## src/rtl/alu_seq.sv

```systemverilog
// Sequential ALU with valid/ready handshakes on both sides, an iterative shift-add
// multiplier and an opaque tag carried from request to result.
module alu_seq #(
    parameter int REG_WIDTH = 16,
    parameter int TAG_WIDTH = 4,
    parameter bit MUL_EN    = 1'b1
) (
    input  logic                 clk,
    input  logic                 reset_n,
    input  logic                 in_valid,
    output logic                 in_ready,
    input  logic [2:0]           in_op,
    input  logic [REG_WIDTH-1:0] in_a,
    input  logic [REG_WIDTH-1:0] in_b,
    input  logic                 in_cin,
    input  logic [TAG_WIDTH-1:0] in_tag,
    output logic                 out_valid,
    input  logic                 out_ready,
    output logic [REG_WIDTH-1:0] out_result,
    output logic                 out_cout,
    output logic                 out_zero,
    output logic [TAG_WIDTH-1:0] out_tag
);

    localparam int CNT_W = $clog2(REG_WIDTH);

    localparam logic [2:0] OP_ADD  = 3'b000;
    localparam logic [2:0] OP_SUB  = 3'b001;
    localparam logic [2:0] OP_AND  = 3'b010;
    localparam logic [2:0] OP_OR   = 3'b011;
    localparam logic [2:0] OP_XOR  = 3'b100;
    localparam logic [2:0] OP_NOT  = 3'b101;
    localparam logic [2:0] OP_MUL  = 3'b110;
    localparam logic [2:0] OP_PASS = 3'b111;

    typedef enum logic [1:0] {
        S_IDLE,
        S_BUSY,
        S_HOLD
    } state_t;

    state_t                 state_q,  state_d;
    logic [REG_WIDTH-1:0]   mul_a_q,  mul_a_d;
    logic [REG_WIDTH-1:0]   mul_b_q,  mul_b_d;
    logic [2*REG_WIDTH-1:0] acc_q,    acc_d;
    logic [CNT_W-1:0]       cnt_q,    cnt_d;
    logic [REG_WIDTH-1:0]   result_q, result_d;
    logic                   cout_q,   cout_d;
    logic                   zero_q,   zero_d;
    logic [TAG_WIDTH-1:0]   tag_q,    tag_d;

    logic [REG_WIDTH:0]     alu_wide;
    logic [REG_WIDTH-1:0]   alu_res;
    logic                   alu_cout;
    logic [2*REG_WIDTH-1:0] partial;
    logic                   accept;
    logic                   start_mul;

    // Ready depends on out_ready so a draining result and a new request share a cycle.
    assign in_ready  = reset_n & ((state_q == S_IDLE) | ((state_q == S_HOLD) & out_ready));
    assign accept    = in_valid & in_ready;
    assign start_mul = accept & (in_op == OP_MUL) & MUL_EN;

    // Single-cycle ops; MUL falls to the zero default, which is also the MUL_EN=0 result.
    always_comb begin
        // NOTE: every always_comb output gets a default first so no path infers a latch.
        alu_wide = '0;
        alu_res  = '0;
        alu_cout = 1'b0;
        case (in_op)
            OP_ADD: begin
                alu_wide = {1'b0, in_a} + {1'b0, in_b} + {{REG_WIDTH{1'b0}}, in_cin};
                alu_res  = alu_wide[REG_WIDTH-1:0];
                alu_cout = alu_wide[REG_WIDTH];
            end
            OP_SUB: begin
                alu_wide = {1'b0, in_a} + {1'b0, ~in_b} + (REG_WIDTH+1)'(1);
                alu_res  = alu_wide[REG_WIDTH-1:0];
                alu_cout = alu_wide[REG_WIDTH];
            end
            OP_AND:  alu_res = in_a & in_b;
            OP_OR:   alu_res = in_a | in_b;
            OP_XOR:  alu_res = in_a ^ in_b;
            OP_NOT:  alu_res = ~in_a;
            OP_PASS: alu_res = in_b;
            default: alu_res = '0;
        endcase
    end

    assign partial = mul_b_q[cnt_q] ? ({{REG_WIDTH{1'b0}}, mul_a_q} << cnt_q) : '0;

    always_comb begin
        state_d  = state_q;
        mul_a_d  = mul_a_q;
        mul_b_d  = mul_b_q;
        acc_d    = acc_q;
        cnt_d    = cnt_q;
        result_d = result_q;
        cout_d   = cout_q;
        zero_d   = zero_q;
        tag_d    = tag_q;
        case (state_q)
            S_IDLE, S_HOLD: begin
                if ((state_q == S_HOLD) && out_ready) state_d = S_IDLE;
                if (accept) begin
                    tag_d = in_tag;
                    if (start_mul) begin
                        mul_a_d = in_a;
                        mul_b_d = in_b;
                        acc_d   = '0;
                        cnt_d   = '0;
                        state_d = S_BUSY;
                    end else begin
                        result_d = alu_res;
                        cout_d   = alu_cout;
                        zero_d   = (alu_res == '0);
                        state_d  = S_HOLD;
                    end
                end
            end
            S_BUSY: begin
                acc_d = acc_q + partial;
                cnt_d = cnt_q + CNT_W'(1);
                if (cnt_q == CNT_W'(REG_WIDTH - 1)) begin
                    result_d = acc_d[REG_WIDTH-1:0];
                    cout_d   = |acc_d[2*REG_WIDTH-1:REG_WIDTH];
                    zero_d   = (acc_d[REG_WIDTH-1:0] == '0);
                    state_d  = S_HOLD;
                end
            end
            default: state_d = S_IDLE;
        endcase
    end

    // NOTE: all state, datapath included, is reset so an aborted MUL leaves nothing behind.
    always_ff @(posedge clk or negedge reset_n) begin
        if (!reset_n) begin
            state_q  <= S_IDLE;
            mul_a_q  <= '0;
            mul_b_q  <= '0;
            acc_q    <= '0;
            cnt_q    <= '0;
            result_q <= '0;
            cout_q   <= 1'b0;
            zero_q   <= 1'b0;
            tag_q    <= '0;
        end else begin
            // NOTE: non-blocking assignments so every flop samples the pre-edge values.
            state_q  <= state_d;
            mul_a_q  <= mul_a_d;
            mul_b_q  <= mul_b_d;
            acc_q    <= acc_d;
            cnt_q    <= cnt_d;
            result_q <= result_d;
            cout_q   <= cout_d;
            zero_q   <= zero_d;
            tag_q    <= tag_d;
        end
    end

    assign out_valid  = (state_q == S_HOLD);
    assign out_result = result_q;
    assign out_cout   = cout_q;
    assign out_zero   = zero_q;
    assign out_tag    = tag_q;

endmodule
```

## config.mk

```make
export PLATFORM = sky130hd
export DESIGN_NAME = alu_seq
export DESIGN_NICKNAME = d
export VERILOG_FILES = /design/src/rtl/alu_seq.sv
export SDC_FILE = /design/constraint.sdc
export NUM_CORES = 1
export LEC_CHECK = 0
export ABC_CLOCK_PERIOD_IN_PS = 6000
export CORE_MARGIN = 5
export CORE_UTILIZATION = 50
export CTS_BUF_LIST = sky130_fd_sc_hd__clkbuf_4
export DETAILED_ROUTE_END_ITERATION = 8
export PLACE_DENSITY_LB_ADDON = 0.15
export SLEW_MARGIN = 10
export SYNTH_ARGS = -nofsm -noshare
export SYNTH_HDL_FRONTEND = slang
export SYNTH_SLANG_ARGS = --single-unit
```

## constraint.sdc

```tcl
create_clock -name clk -period 6 [get_ports clk]
set_input_delay 0.6 -clock clk [delete_from_list [all_inputs] [get_ports clk]]
set_output_delay 0.6 -clock clk [all_outputs]
set_load 0.02 [all_outputs]
```

=== Word-level counts from Yosys, hierarchy flattened ===
Index checks and enable logic that the tools add are counted.

* Add/sub/neg operators: 6
* $lt $le $gt $ge: 1
* Equality and inequality tests: 15
* Shift-type cells: 1
* Multiplexer cells: 28
* Bitwise logic cells: 10
* Reductions and logical operators: 13

{| class="wikitable"
|+ Operators with widths
! kind !! count
|-
| case mux 16 bit (7 select lines) || 1
|-
| two-way mux 32 bit || 3
|-
| case mux 32 bit (2 select lines) || 1
|-
| two-way mux 16 bit || 3
|-
| adder 16 x 16 -> 17 bit || 2
|-
| adder 32 bit || 1
|-
| logical NOT 16 bit || 2
|-
| NOT 16 bit || 2
|-
| case mux 16 bit (2 select lines) || 1
|-
| << shifter 16 x 4 -> 32 bit || 1
|-
| adder 17 x 1 -> 17 bit || 1
|-
| adder 17 x 1 -> 17 bit (second input constant) || 1
|-
| bitwise AND 16 bit || 1
|-
| bitwise OR 16 bit || 1
|-
| OR reduction 16 bit || 1
|-
| bitwise XOR 16 bit || 1
|-
| equality test 3 bit (second input constant) || 4
|-
| two-way mux 2 bit || 4
|-
| two-way mux 4 bit || 2
|-
| != test 2 bit (second input constant) || 4
|-
| case mux 4 bit (2 select lines) || 1
|-
| two-way mux 1 bit || 7
|-
| equality test 3 x 2 -> 1 bit (second input constant) || 2
|-
| case mux 1 bit (2 select lines) || 3
|-
| 19 further kinds || 24
|}

* Register bits after elaboration: 92
* Input bits: 44
* Output and inout bits: 24
* Logic and storage cells: 83

=== Depth between registers and ports, before layout ===
Gate-level depths: netlist (run 1).

* Word-level depth: 9
* Mapped depth: 21
* Mapped depth without buffers: 19

=== Worst setup path before layout (run 1) ===
OpenSTA, ideal clock, no wires.

* Kind: register to register
* From: register cnt_q[0]
* To: register cout_q, in the netlist out_cout
* Library setup time: 0.132 ns
* Arrival time: 4.210 ns
* Data required time: 5.868 ns
* Slack: 1.658 ns
* Cell stages (with the launch flop): 21
* Path buffers: 3
* Clock period less this slack: 4.342 ns
* Cell sequence: dfrtp_1 -> clkbuf_1 -> mux4_2 -> nand2_1 -> nand2_1 -> nand2_1 -> and2_1 -> clkbuf_1 -> clkbuf_1 -> nor2_1 -> ha_1 -> a211o_1 -> a21oi_1 -> nor2b_1 -> o21ai_0 -> o211ai_1 -> a311o_1 -> xnor2_1 -> nand4_1 -> nor3b_1 -> a31oi_1

* Word-level cells in the longest chain between the ends: 7
* Elaborated cells on any way between the ends: 11
* Classes of those cells: add/sub (1); eq/ne (2); shift (1); mux (5); reduce/logical (2)

{| class="wikitable"
|+ RTL lines
! element !! line !! source
|-
| start, declared || 46 || <nowiki>logic [CNT_W-1:0] cnt_q, cnt_d;</nowiki>
|-
| start signal, assigned || 153 || <nowiki>cnt_q <= cnt_d;</nowiki>
|-
| binary-select mux 1 bit (select 4 bit) || 90 || <nowiki>assign partial = mul_b_q[cnt_q] ? ({{REG_WIDTH{1'b0}}, mul_a_q} << cnt_q) : '0;</nowiki>
|-
| two-way mux 1 bit (not written as such) || 90 ||
|-
| two-way mux 32 bit || 90 ||
|-
| adder 32 bit || 122 || <nowiki>acc_d = acc_q + partial;</nowiki>
|-
| OR reduction 16 bit || 126 || <nowiki>cout_d = |acc_d[2*REG_WIDTH-1:REG_WIDTH];</nowiki>
|-
| two-way mux 1 bit || 124 || <nowiki>if (cnt_q == CNT_W'(REG_WIDTH - 1)) begin</nowiki>
|-
| case mux 1 bit (2 select lines) || 102 || <nowiki>case (state_q)</nowiki>
|-
| end signal, assigned || 155 || <nowiki>cout_q <= cout_d;</nowiki>
|-
| end, declared || 48 || <nowiki>logic cout_q, cout_d;</nowiki>
|}

Parallel ways exist; a longest one is shown, timed or not. The select of a mux whose other input is x is not followed.
A chain may end at the register's enable or synchronous reset.

=== Worst setup path in the final report (run 1) ===
* From: register cnt_q[1]
* To: register cout_q, in the netlist out_cout

The elaborated chain is that of the path after synthesis.

==> results.md, run 1 <==
* Status: finished clean
* Dpl ws at 1.10 ns
* Clock Tree Buf Depth at 2
* Root Driver: clkbuf_4
* Share of layout cells above drive strength 1 at 9.23%
* Ys flop type: dfrtp_1
* Row cnt at 49
* CP required at 6.36 ns
* DP HPWL at 21.4 mm
* Max Fanout on Critical Path at 27
* Sequential share of the synthesized area at 25.6%
* Critical Path AT at 5.37 ns
* DRT Pass-1 Iters at 5
* Worst setup margin at 0.997 ns
* Cells on worst reg2reg path at 17
* Final cycle utilization of the critical path at 83.4%
* Largest net degree at the start of global routing at 61
* Area post-placement at 9770 sq um
* Wirelength, routed at 27.4 mm
* Slew margin rel. at 36.6%
* First-pass GRT wire length at 43.5 mm
* Total Power at 3.81 mW
* PwrDens at 385 nW/um^2
* Post-DR wirelength/cell at 20.0 um
* Post-Syn Instances at 1109
* I/O Buffers at 67
* Routability Congestion at 0.993
* Final hold violations at 0
* Initial Util at 50.3%
* Clock transition at path regs at 0.19 ns
* Max Cap Violations at 0
* # setup viols final at 0
* Vias at 8366
* IO Count at 68
* Remaining DRCs at 0
* Iteration-0 DRC count of the detailed router at 789
* Finished Core Util at 55.5%
* Die Area at 20700 sq um
* Vias/cell at 6.12
* Worst Clk Skew at 0.0398 ns
* Final Max Slew Viols at 0
* Die Ht at 144 um
* Postcts setup bufs at 0
* CTS tree: done
* Placed Cells at 1352
* Post-route minimum period at 5.00 ns
* Clock latency on the worst-skew pair at 0.50 ns
* Maximum VDD drop at 223 uV
* Flops & latches, synth at 92
* Critical Path End Type: flop
* Worst hold slack at 0.0162 ns
* Worst-Margin Slew at 0.947 ns
* Initial antenna violation count at 1
* Number of global-route vias before repair at 7765
* H-Tree Level Count at 3
* Routed Antenna Nets at 0
* RSZ-0062 raised after global routing: false
* Critical setup path kind: flop to flop
* Layout Nets at 1262
* HP Class: primary input to asynchronous set/reset pin
* Net Count, Synth at 1237
* Yosys cell types at 74
* CTS sink count at 92
* Fmax at 0.200 GHz
* Static Leak at 4.43 nW
* Core ar. at 17800 sq um
* Die Span X at 144 um
* Syn. warnings at 0
* GRT Overall Usage at 26.8%
* Synthesized area at 8980 sq um
* Fill cells at 1713
* Finished layout cell area at 9900 sq um
* Fraction of registers with async set/reset at 100%
* EDFF count, synth at 0
* Total negative slack at 0 ns
* CTS Buf Count at 9
* Fin cells at 1368
* Startpoint type of the worst setup path: flop
* Hold-fix buffers, CTS at 0
* Aggregate global routing overflow at 0
* Syn Area/Cell at 8.10 sq um
* Reg2reg setup slack at 1.0 ns
* Area Growth Syn to Fin at 10.2%
* Post-CTS Resized at 0
-- cells in the final DEF (no fill, tap or decap), types with 5 or more instances in the layout --
cell             instances
nand2b_1                10
nand2_1                137
buf_4                   15
nor2b_1                 11
a221oi_1                 5
a22oi_1                  7
o211ai_1                14
inv_1                   65
mux2_2                  47
xor2_1                  10
a31oi_1                 14
o21bai_1                 7
o21ai_1                  9
and3_1                   7
a211oi_1                16
o31ai_1                  8
o22ai_1                 29
o21a_1                  11
ha_1                    80
nand3_1                 18
o221ai_1                 7
mux2i_1                 25
clkdlybuf4s50_1         65
and2_1                  18
nor2_1                  88
mux4_2                   6
a221o_1                  6
nor3_1                  24
a21o_1                  21
xnor2_1                 24
clkbuf_4                 9
o21ai_0                 58
a21oi_1                 88
o31a_1                   5
dfrtp_1                 92
nand4_1                  8
-- per-layer routing --
metal	up-vias	part of all wire, %	GRT usage [%]
met1	3968	48	40.3
met5	-	0	0
met2	319	43	39.4
met3	36	8.0	6.08
met4	0	1.7	6.05
li1	4043	-	-
-- worst max-delay path: stages (launching register included) --
cell and delay [ns]:
dfrtp_1 0.90, inv_1 0.44, nand2_1 0.16, nand2_1 0.09
nand2_1 0.20, and2_1 0.49, a211oi_1 0.12, ha_1 0.36
a21oi_1 0.19, nand2_1 0.07, o31a_1 0.35, a21o_1 0.22
nor3_1 0.40, o31ai_1 0.20, a21o_1 0.20, a21oi_1 0.18
xnor2_1 0.20, a31oi_1 0.13
-- cells in the mapped netlist, types with 6 or more instances --
master | count | share of area [%]
a221o_1 | 6 | 0.67
mux2_2 | 47 | 5.9
nor3_1 | 24 | 1.3
nor2b_1 | 11 | 0.77
mux2i_1 | 25 | 2.8
o211ai_1 | 14 | 1.2
nand4_1 | 8 | 0.56
a22oi_1 | 7 | 0.59
ha_1 | 80 | 11
o22ai_1 | 29 | 2.0
nand2_1 | 137 | 5.7
o21a_1 | 11 | 0.92
xor2_1 | 10 | 0.98
xnor2_1 | 24 | 2.3
a211oi_1 | 16 | 1.3
nor2_1 | 89 | 3.7
buf_1 | 9 | 0.38
inv_1 | 65 | 2.7
nand2b_1 | 11 | 0.77
a21oi_1 | 88 | 4.9
mux4_2 | 6 | 1.5
dfrtp_1 | 92 | 26
clkbuf_1 | 47 | 2.0
o21ai_0 | 58 | 3.2
o221ai_1 | 7 | 0.68
a31oi_1 | 14 | 0.98
nand3_1 | 18 | 1.0
and2_1 | 18 | 1.3
and3_1 | 7 | 0.49
o31ai_1 | 8 | 0.67
buf_2 | 10 | 0.56
a21o_1 | 21 | 1.8
o21ai_1 | 9 | 0.50
o21bai_1 | 7 | 0.59
-- path summary, 6_finish.rpt --
check	start	endpoint
worst max-delay path	cnt_q[1]$_DFFE_PN0P_	out_cout$_DFFE_PN0P_
worst min-delay path	reset_n	acc_q[11]$_DFFE_PN0P_
worst max register to register	cnt_q[1]$_DFFE_PN0P_	out_cout$_DFFE_PN0P_
worst min register to register	out_result[7]$_DFFE_PN0P_	out_result[7]$_DFFE_PN0P_
max in group asynchronous	reset_n	mul_b_q[0]$_DFFE_PN0P_
min in group clk	out_result[7]$_DFFE_PN0P_	out_result[7]$_DFFE_PN0P_
-- power breakdown --
group / internal, mW / total [mW] / switching (mW)
sequential: 0.842 / 1.05 / 0.209
combinational: 0.962 / 2.42 / 1.46
clock: 0.0919 / 0.343 / 0.251
total: 1.90 / 3.81 / 1.92
-- flip-flops by register name, summed over array words and instances, names as in the netlist --
signal,flops
mul_a_q,16
state_q,2
out_cout,1
out_result,16
acc_q,32
mul_b_q,16
cnt_q,4
out_zero,1
out_tag,4
-- layout make-up --
class	instances	area, sq um	area share (%)
antenna	1	2.50	0.0253
clock buffer	9	67.6	0.683
clock inverter	6	53.8	0.544
inverter	67	251	2.54
multi-input combinational	883	6170	62.3
sequential	92	2300	23.3
tap	229	287	2.89
timing repair buffer	81	768	7.76
-- logic make-up after synthesis --
logic type,Yosys count,share of synthesized area [%]
multiplexers,78,10.2
AO/OA/AOI/OAI,340,25.0
AND/OR/NAND/NOR,347,18.0
flip-flops,92,25.6
XOR/XNOR,34,3.32
buffers and inverters,134,5.82
adder cells (fa/ha/maj),84,12.0
(Power assumes the default switching activity.)
==> run 2, diff against run 1 <==
--- a/config.mk
+++ b/config.mk
@@ -5,7 +5,7 @@
 export SDC_FILE = /design/constraint.sdc
 export NUM_CORES = 1
 export LEC_CHECK = 0
-export ABC_CLOCK_PERIOD_IN_PS = 6000
+export ABC_CLOCK_PERIOD_IN_PS = 4200
 export CORE_MARGIN = 5
 export CORE_UTILIZATION = 50
 export CTS_BUF_LIST = sky130_fd_sc_hd__clkbuf_4
==> constraint.sdc (replaced) <==
create_clock -name clk -period 4.2 [get_ports clk]
set_input_delay 0.42 -clock clk [delete_from_list [all_inputs] [get_ports clk]]
set_output_delay 0.42 -clock clk [all_outputs]
set_load 0.02 [all_outputs]
==> run 2 against run 1 <==
First-iteration DRC count decreased by 4.6%; largest cell class unchanged; core utilization rose by 4.1 points; clock skew shrank 0.0065 ns; sequential share of layout area down 1.6 points; global-route usage up 0.35 points; final area rose by 7.4%; fmax increased by 23%; wire length is 2.7% higher; highest routed layer unchanged; critical endpoint is now acc_q[30]$_DFFE_PN0P_.
==> results.md, run 2 (synthesized netlist as in run 1, its figures left out) <==
* Post-route minimum period at 4.07 ns (was 5.00 ns)
* Post-DR wirelength/cell at 19.7 um (was 20.0 um)
* Core ar. at 17800 sq um (unchanged)
* RSZ-0062 raised after global routing: false (unchanged)
* Initial Util at 50.3% (unchanged)
* Final hold violations at 0 (unchanged)
* Area Growth Syn to Fin at 18.3% (was 10.2%)
* CTS tree: done (unchanged)
* H-Tree Level Count at 3 (unchanged)
* Finished Core Util at 59.6% (was 55.5%)
* Remaining DRCs at 0 (unchanged)
* CP required at 4.56 ns (was 6.36 ns)
* Layout Nets at 1327 (was 1262)
* Routability Congestion at 0.956 (was 0.993)
* Number of global-route vias before repair at 8026 (was 7765)
* Largest stage delay, worst path at 0.46 ns (was 0.90 ns)
* DRT Pass-1 Iters at 5 (unchanged)
* Root Driver: clkbuf_4 (unchanged)
* Wirelength, routed at 28.2 mm (was 27.4 mm)
* Row cnt at 49 (unchanged)
* Routed Antenna Nets at 0 (unchanged)
* Clock Tree Buf Depth at 2 (unchanged)
* Most frequent cells in the layout: nand2_1, dfrtp_1, nor2_1, a21oi_1, ha_1 (unchanged)
* Final Max Slew Viols at 0 (unchanged)
* Fill cells at 1616 (was 1713)
* Vias/cell at 6.03 (was 6.12)
* Most flops, register: acc_q (unchanged)
* # setup viols final at 0 (unchanged)
* Clock latency on the worst-skew pair at 0.49 ns (was 0.50 ns)
* Max reg flops at 32 (unchanged)
* Worst path cell trace: buf_4 -> clkbuf_16 -> and2_1 -> o31a_1 -> a22oi_1 -> a211oi_2 -> ha_1 -> and3_2 -> nand2_1 -> nand3_1 -> a221o_1 -> nor3_4 -> o31ai_2 -> a21o_1 -> a21oi_1 -> xnor2_1 -> o22ai_1 (was inv_1 -> nand2_1 -> nand2_1 -> nand2_1 -> and2_1 -> a211oi_1 -> ha_1 -> a21oi_1 -> nand2_1 -> o31a_1 -> a21o_1 -> nor3_1 -> o31ai_1 -> a21o_1 -> a21oi_1 -> xnor2_1 -> a31oi_1)
* PwrDens at 586 nW/um^2 (was 385 nW/um^2)
* Dpl ws at -0.0313 ns (was 1.10 ns)
* CTS Buf Count at 9 (unchanged)
* Aggregate global routing overflow at 0 (unchanged)
* Top delay family on crit path: compound AO/OA/AOI/OAI gates (unchanged)
* Die Area at 20700 sq um (unchanged)
* First-pass GRT wire length at 44.0 mm (was 43.5 mm)
* Vias at 8640 (was 8366)
* Total Power at 6.23 mW (was 3.81 mW)
* Largest net degree at the start of global routing at 61 (unchanged)
* Die Span X at 144 um (unchanged)
* HP Class: flop to flop (was primary input to asynchronous set/reset pin)
* I/O Buffers at 67 (unchanged)
* Placed Cells at 1410 (was 1352)
* Finished layout cell area at 10600 sq um (was 9900 sq um)
* Critical Path End Type: flop (unchanged)
* Worst hold slack at 0.504 ns (was 0.0162 ns)
* IO Count at 68 (unchanged)
* Startpoint type of the worst setup path: flop (unchanged)
* Max Cap Violations at 0 (unchanged)
* Worst Clk Skew at 0.0333 ns (was 0.0398 ns)
* Fmax at 0.246 GHz (was 0.200 GHz)
* Diodes inserted at 0 (was 1)
* Slew margin rel. at 27.4% (was 36.6%)
* Critical Path AT at 4.43 ns (was 5.37 ns)
* Critical setup path kind: flop to flop (unchanged)
* Worst setup margin at 0.129 ns (was 0.997 ns)
* Max Fanout on Critical Path at 13 (was 27)
* Slowest library cell on the worst path: dfrtp_2 (was dfrtp_1)
* Share of layout cells above drive strength 1 at 16.4% (was 9.23%)
* Area post-placement at 10200 sq um (was 9770 sq um)
* Static Leak at 4.80 nW (was 4.43 nW)
* Commonest non-fill, non-tap cell in the layout: nand2_1 (unchanged)
* Worst-Margin Slew at 1.09 ns (was 0.947 ns)
* GRT Overall Usage at 27.2% (was 26.8%)
* Initial antenna violation count at 0 (was 1)
* Maximum VDD drop at 354 uV (was 223 uV)
* DP HPWL at 22.1 mm (was 21.4 mm)
* Die Ht at 144 um (unchanged)
* Status: finished clean (unchanged)
* Crit path buf inv count at 2 (was 1)
* Fin cells at 1433 (was 1368)
* Iteration-0 DRC count of the detailed router at 753 (was 789)
* Clock transition at path regs at 0.16 ns (was 0.19 ns)
* Final cycle utilization of the critical path at 96.9% (was 83.4%)
* Total negative slack at 0 ns (unchanged)
* CTS sink count at 92 (unchanged)
-- run 2: cell count changes in the layout (fill, tap and decap cells not counted), moves of 3 or more --
cell,delta
a211oi_1,-6
a211oi_2,+6
a21oi_1,-8
a21oi_2,+8
a31oi_1,-3
a31oi_2,+3
buf_12,+3
buf_4,+60
inv_6,-3
o21ai_0,-3
o21ai_1,+3
-- run 2: worst paths after layout --
path	startpoint	end	slack, ns	cells past startpoint
worst max register to register	cnt_q[0]$_DFFE_PN0P_	acc_q[30]$_DFFE_PN0P_	0.13	17
worst min-delay path	out_result[7]$_DFFE_PN0P_	out_result[7]$_DFFE_PN0P_	0.50	2
worst min register to register	out_result[7]$_DFFE_PN0P_	out_result[7]$_DFFE_PN0P_	0.50	2
max in group asynchronous	reset_n	cnt_q[0]$_DFFE_PN0P_	2.52	4
min in group asynchronous	reset_n	out_result[12]$_DFFE_PN0P_	0.53	3
worst max-delay path	cnt_q[0]$_DFFE_PN0P_	acc_q[30]$_DFFE_PN0P_	0.13	17
-- run 2: timing repair --
action | in CTS | in global routing
hold buffers | 1 | 0
cloned | 0 | 1
hold endpoints to repair | 37 | 0
setup endpoints to repair | 2 | 6
gates resized for setup | 2 | 29
pin swaps | 0 | 6
setup buffers | 0 | 5
-- run 2: area by class of cell --
cell class              count  area, sq um  area share, %
flip-flops and latches     92         2300           21.7
repair buffers            146         1310           12.4
clock buffers               9         67.6          0.636
well taps                 229          287           2.70
clock inverters             7          108           1.01
inverters                  67          251           2.37
multi-input cells         883         6300           59.3
-- run 2: worst register-to-register path, delay by kind of cell, from the launching register on --
kind,cells,cell delay (ns)
AND/OR/NAND/NOR,5,0.85
XOR/XNOR,1,0.18
adder cells (fa/ha/maj),1,0.36
buffers and inverters,2,0.32
flip-flops,1,0.46
AO/OA/AOI/OAI,8,1.80
-- run 2: routing by layer --
layer	wire length (um)	track usage (%)	vias to the layer above	part of all wire, %
met1	13100	40.8	4069	47
met4	696	7.63	0	2.5
met5	0	0	-	0
li1	-	-	4184	-
met2	12200	40.2	353	43
met3	2220	4.96	34	7.9
-- run 2: power breakdown --
part | internal (mW) | switching (mW)
clock | 0.253 | 0.353
combinational | 1.85 | 2.32
sequential | 1.21 | 0.246
